$ cat src/rtl/jedro_1_regfile_arbiter.sv
// Round-robin arbiter sharing a single-port register file between decode (A) and
// writeback (B), with a soft-clear sequencer that sweeps x1..x(N-1) to zero.
module jedro_1_regfile_arbiter #(
  parameter int DATA_WIDTH = 32,
  parameter int ADDR_WIDTH = $clog2(DATA_WIDTH)
) (
  input  logic                  clk_i,
  input  logic                  rstn_i,
  input  logic                  clear_i,
  output logic                  busy_o,
  input  logic                  a_valid_i,
  output logic                  a_ready_o,
  input  logic                  a_we_i,
  input  logic [ADDR_WIDTH-1:0] a_addr_i,
  input  logic [DATA_WIDTH-1:0] a_wdata_i,
  output logic                  a_rvalid_o,
  output logic [DATA_WIDTH-1:0] a_rdata_o,
  input  logic                  b_valid_i,
  output logic                  b_ready_o,
  input  logic                  b_we_i,
  input  logic [ADDR_WIDTH-1:0] b_addr_i,
  input  logic [DATA_WIDTH-1:0] b_wdata_i,
  output logic                  b_rvalid_o,
  output logic [DATA_WIDTH-1:0] b_rdata_o,
  output logic [ADDR_WIDTH-1:0] rf_addr_o,
  output logic [DATA_WIDTH-1:0] rf_data_o,
  output logic                  rf_we_o,
  input  logic [DATA_WIDTH-1:0] rf_data_i
);

  localparam logic [0:0] ST_IDLE  = 1'b0;
  localparam logic [0:0] ST_CLEAR = 1'b1;
  localparam int NREGS = 2 ** ADDR_WIDTH;
  localparam logic [ADDR_WIDTH-1:0] CLR_LAST = ADDR_WIDTH'(NREGS - 2);

  logic [0:0]            state_q, state_d;
  logic                  prio_q, prio_d;  // 0 = A wins a tie, 1 = B wins
  logic [ADDR_WIDTH-1:0] clr_cnt_q, clr_cnt_d;
  logic                  pend_a_q, pend_a_zero_q, pend_b_q, pend_b_zero_q;
  logic [DATA_WIDTH-1:0] rdata_a_q, rdata_b_q;
  logic                  grant_a, grant_b;
  logic [DATA_WIDTH-1:0] a_resp, b_resp;

  always_comb begin
    grant_a = 1'b0;
    grant_b = 1'b0;
    if (!rstn_i && state_q == ST_IDLE && !clear_i) begin
      if (a_valid_i && (!b_valid_i || !prio_q)) grant_a = 1'b1;
      else if (b_valid_i)                       grant_b = 1'b1;
    end
  end

  // Register file port mux: sweep first, then the granted requester.
  always_comb begin
    rf_addr_o = '0;
    rf_data_o = '0;
    rf_we_o   = 1'b0;
    if (!rstn_i && state_q == ST_CLEAR) begin
      rf_addr_o = clr_cnt_q + 1'b1;
      rf_we_o   = 1'b1;
    end else if (grant_a) begin
      rf_addr_o = a_addr_i;
      rf_data_o = a_wdata_i;
      rf_we_o   = a_we_i && (a_addr_i != '0);
    end else if (grant_b) begin
      rf_addr_o = b_addr_i;
      rf_data_o = b_wdata_i;
      rf_we_o   = b_we_i && (b_addr_i != '0);
    end
  end

  always_comb begin
    state_d   = state_q;
    clr_cnt_d = clr_cnt_q;
    prio_d    = prio_q;
    if (state_q == ST_IDLE) begin
      if (clear_i) state_d = ST_CLEAR;
      if ((grant_a || grant_b) && a_valid_i && b_valid_i) prio_d = ~prio_q;
    end else if (clr_cnt_q == CLR_LAST) begin
      clr_cnt_d = '0;
      state_d   = ST_IDLE;
    end else begin
      clr_cnt_d = clr_cnt_q + 1'b1;
    end
  end

  // x0 reads return zero regardless of what the register file holds.
  assign a_resp = pend_a_zero_q ? '0 : rf_data_i;
  assign b_resp = pend_b_zero_q ? '0 : rf_data_i;

  assign a_ready_o  = grant_a;
  assign b_ready_o  = grant_b;
  assign a_rvalid_o = pend_a_q;
  assign b_rvalid_o = pend_b_q;
  assign a_rdata_o  = pend_a_q ? a_resp : rdata_a_q;
  assign b_rdata_o  = pend_b_q ? b_resp : rdata_b_q;
  assign busy_o     = !rstn_i && (state_q == ST_CLEAR);

  always_ff @(posedge clk_i) begin
    if (rstn_i) begin
      state_q       <= ST_IDLE;
      prio_q        <= 1'b0;
      clr_cnt_q     <= '0;
      pend_a_q      <= 1'b0;
      pend_a_zero_q <= 1'b0;
      pend_b_q      <= 1'b0;
      pend_b_zero_q <= 1'b0;
      rdata_a_q     <= '0;
      rdata_b_q     <= '0;
    end else begin
      state_q       <= state_d;
      prio_q        <= prio_d;
      clr_cnt_q     <= clr_cnt_d;
      pend_a_q      <= grant_a && !a_we_i;
      pend_a_zero_q <= (a_addr_i == '0);
      pend_b_q      <= grant_b && !b_we_i;
      pend_b_zero_q <= (b_addr_i == '0);
      if (pend_a_q) rdata_a_q <= a_resp;
      if (pend_b_q) rdata_b_q <= b_resp;
    end
  end

endmodule

$ cat config.mk
export PLATFORM = sky130hd
export DESIGN_NAME = jedro_1_regfile_arbiter
export DESIGN_NICKNAME = d
export VERILOG_FILES = /design/src/rtl/jedro_1_regfile_arbiter.sv
export SDC_FILE = /design/constraint.sdc
export NUM_CORES = 1
export LEC_CHECK = 0
export BUFFER_PORTS_ARGS = -buffer_cell sky130_fd_sc_hd__clkbuf_2
export CAP_MARGIN = 20
export CORE_AREA = 2 2 91 93
export CTS_BUF_LIST = sky130_fd_sc_hd__clkbuf_8
export CTS_CLUSTER_SIZE = 28
export DETAILED_ROUTE_END_ITERATION = 8
export DIE_AREA = 0 0 93 95
export PLACE_DENSITY = 0.92
export SLEW_MARGIN = 30
export SYNTH_ARGS = -nofsm -noshare
export SYNTH_HDL_FRONTEND = slang
export SYNTH_SLANG_ARGS = --single-unit
$ cat constraint.sdc
create_clock -name clk_i -period 2.9 [get_ports clk_i]
set_input_delay 0.58 -clock clk_i [delete_from_list [all_inputs] [get_ports clk_i]]
set_output_delay 0.58 -clock clk_i [all_outputs]
set_load 0.05 [all_outputs]
==> impl_metrics.sql <==
INSERT INTO impl_metrics (metric_group, metric, value, unit) VALUES
('status', 'run_status', 'complete, no violations', ''),
('logic_synthesis', 'yosys.cell_types.count', '34', ''),
('logic_synthesis', 'synth_cells', '454', ''),
('worst_setup_path', 'critPathMaxStageDelay', '380', 'ps'),
('logic_synthesis', 'synth.net_count', '569', ''),
('detailed_routing', 'remaining_drc_errors', '0', ''),
('worst_setup_path', 'element_type_at_the_critical_path_start', 'input pin', ''),
('logic_synthesis', 'sequential_to_total_area_share_from_yosys_stat', '40.3', '%'),
('logic_synthesis', 'synth_top_area_share', '40.3', '%'),
('worst_setup_path', 'crit_slowest_cell', 'sky130_fd_sc_hd__buf_4', ''),
('timing', 'maximum_frequency_from_static_timing_analysis', '0.387', 'GHz'),
('detailed_routing', 'wl', '10800', 'um'),
('run', 'total_of_max_cap_violations', '0', ''),
('global_route', 'grt_first_pass_wirelength', '16900', 'um'),
('floorplan', 'io-pin-count', '220', ''),
('floorplan', 'initial_standard_cell_utilization_of_the_core', '46.9', '%'),
('placed_design', 'buffer_ports.inserted', '219', ''),
('timing', 'maxSlewHeadroom', '54.0', '%'),
('logic_synthesis', 'syn_area_per_cell', '8.20', 'um^2'),
('cells_and_area', 'synthToLayoutAreaGrowth', '40.7', '%'),
('power', 'worst_ir_drop_vdd', '248', 'uV'),
('detailed_routing', 'drt_first_pass_iters', '4', ''),
('timing', 'totalNegativeSetupSlack', '0', 'ps'),
('timing', 'clock_skew', '8.67', 'ps'),
('power', 'cellLeakagePower', '2.36', 'nW'),
('worst_setup_path', 'critPathMaxFanout', '33', ''),
('floorplan', 'dieHeight', '95', 'um'),
('worst_setup_path', 'worst-endpoint-arrival', '2000', 'ps'),
('clock_tree', 'clockBufferDepth', '2', ''),
('detailed_routing', 'drtAntennaViolNets', '0', ''),
('detailed_routing', 'detailroute.via_count', '3822', ''),
('floorplan', 'die_w', '93', 'um'),
('timing', 'max_slew.worst_pin.slew', '689', 'ps'),
('timing', 'hold_slack', '425', 'ps'),
('worst_setup_path', 'timing.critical_path.cells', 'clkbuf_2 > nand2b_4 > a2111oi_4 > buf_4 > a22o_1 > clkbuf_2', ''),
('placed_design', 'detailedPlacementHpwl', '8300', 'um'),
('detailed_routing', 'routed_via_density', '4.98', ''),
('global_route', 'grt_pass1_vias', '3615', ''),
('logic_synthesis', 'postSynthRegisterBits', '75', ''),
('detailed_routing', 'dr.first_iter.drc_count', '236', ''),
('clock_tree', 'clk_pin_slew_worst_paths', '70', 'ps'),
('cells_and_area', 'antenna_cells', '0', ''),
('clock_tree', 'cts_buffers', '9', ''),
('logic_synthesis', 'synth_top_area_cell', 'sky130_fd_sc_hd__dfxtp_1', ''),
('placed_design', 'gpl_congestion', '0.886', ''),
('clock_tree', 'cts_num_sinks', '75', ''),
('clock_tree', 'cts-resized-gates', '0', ''),
('worst_setup_path', 'critical_path.endpoint_type', 'output port', ''),
('clock_tree', 'clock_latency', '330', 'ps'),
('clock_tree', 'h-tree-depth', '3', ''),
('timing', 'finalHoldViolations', '0', ''),
('clock_tree', 'hold_buffers', '0', ''),
('logic_synthesis', 'yosys-top-cells-area', 'sky130_fd_sc_hd__dfxtp_1 40%, sky130_fd_sc_hd__nor2b_1 11%, sky130_fd_sc_hd__a22o_1 7.5%', ''),
('cells_and_area', 'nets', '774', ''),
('min_path', 'hold_class', 'input pin to register', ''),
('timing', 'final-setup-viol-count', '0', ''),
('floorplan', 'dieArea', '8840', 'um^2'),
('placed_design', 'dp.cells', '753', ''),
('logic_synthesis', 'synth_most_common_cell', 'sky130_fd_sc_hd__dfxtp_1', ''),
('timing', 'unrepaired_setup_endpoints_after_global_routing', 'no', ''),
('cells_and_area', 'finalNonFillerCells', '768', ''),
('timing', 'min_period_over_period', '89.1', '%'),
('cells_and_area', 'postLayoutCoreUtil', '66.1', '%'),
('floorplan', 'core.rowCount', '33', ''),
('cells_and_area', 'final_layout_size_suffix_gt1_share', '38.6', '%'),
('global_route', 'track_usage', '24.1', '%'),
('worst_setup_path', 'worst-endpoint-required', '2320', 'ps'),
('worst_setup_path', 'path_class', 'input pin to output port', ''),
('logic_synthesis', 'yosys_most_used_dff', 'sky130_fd_sc_hd__dfxtp_1', ''),
('global_route', 'grt_overflow_total', '0', ''),
('floorplan', 'core', '7930', 'um^2');
worst paths after layout:
kind / from / end / slack [ps] / cells past startpoint
max reg2reg: pend_a_zero_q / rdata_a_q[23] / 1410 / 5
min reg2reg: clr_cnt_q[4] / clr_cnt_q[4] / 500 / 2
min: b_we_i / b_rvalid_o / 430 / 2
max: clear_i / rf_data_o[1] / 320 / 6
registers in the layout (all words and copies together) (netlist names):
register	count
a_rvalid_o	1
pend_a_zero_q	1
rdata_b_q	32
state_q	1
rdata_a_q	32
pend_b_zero_q	1
clr_cnt_q	5
prio_q	1
b_rvalid_o	1
worst max-delay path, delay by kind of cell:
kind	cells	cell delay, ps
buffers and inverters	3	760
AO/OA/AOI/OAI	2	490
AND/OR/NAND/NOR	1	150
per-stage QoR:
stage	total power, mW	setup WS [ps]	area [um^2]
final	2.36	317	5240
after global routing	2.46	242	5240
after CTS	2.38	321	5240
after detailed placement	1.55	321	5030
after global placement	1.54	396	5030
after floorplan	1.37	292	3720
cell usage in the layout, fill, tap and decap left out, types with 2 or more instances in the layout:
cell	synthesis	layout
sky130_fd_sc_hd__o21ai_1	29	29
sky130_fd_sc_hd__clkinv_2	0	2
sky130_fd_sc_hd__clkbuf_2	0	205
sky130_fd_sc_hd__xnor2_1	2	2
sky130_fd_sc_hd__nand2_1	38	38
sky130_fd_sc_hd__a21oi_1	2	2
sky130_fd_sc_hd__clkbuf_8	0	9
sky130_fd_sc_hd__buf_12	0	15
sky130_fd_sc_hd__xor2_1	2	2
sky130_fd_sc_hd__nand3_1	5	5
sky130_fd_sc_hd__inv_1	66	67
sky130_fd_sc_hd__a22o_1	32	32
sky130_fd_sc_hd__nand3b_1	33	33
sky130_fd_sc_hd__dfxtp_1	75	73
sky130_fd_sc_hd__o21ai_0	42	42
sky130_fd_sc_hd__ha_1	2	2
sky130_fd_sc_hd__bufinv_16	0	2
sky130_fd_sc_hd__nand2b_1	2	2
sky130_fd_sc_hd__nor2b_1	66	66
sky130_fd_sc_hd__nor2_1	5	5
sky130_fd_sc_hd__dfxtp_2	0	2
sky130_fd_sc_hd__buf_4	0	7
sky130_fd_sc_hd__a22oi_2	5	5
per-layer routing:
| layer | track usage, % | wire, um |
|---|---|---|
| met4 | 6.99 | 156 |
| met2 | 40.2 | 5350 |
| met1 | 29.8 | 4390 |
| met5 | 0 | 0 |
| met3 | 7.90 | 867 |
layout make-up:
type                       count  area (um^2)
fill                         636         2690
multi-input combinational    279         1760
sequential                    75         1500
timing repair buffer         227         1380
inverter                      67          251
tap                          105          131
clock buffer                   9          124
clock inverter                 6         82.6
power breakdown:
part	switching [mW]	internal (mW)	leakage, nW
clock network	0.357	0.475	0.110
registers	0.0176	1.05	0.607
logic	0.303	0.160	1.65
cell families (layout without fill, tap and decap cells):
| logic type | Yosys count | in the layout | share of synthesized area [%] |
|---|---|---|---|
| xor gates and xnor gates | 4 | 4 | 0.942 |
| and+or+nand+nor | 160 | 160 | 25.6 |
| DFF | 75 | 75 | 40.3 |
| buffers and inverters | 100 | 309 | 12.2 |
| adders and majority gates | 2 | 2 | 0.672 |
| AOI/OAI and AO/OA | 113 | 113 | 20.2 |
No activity file was read; power rests on OpenSTA's default activity.
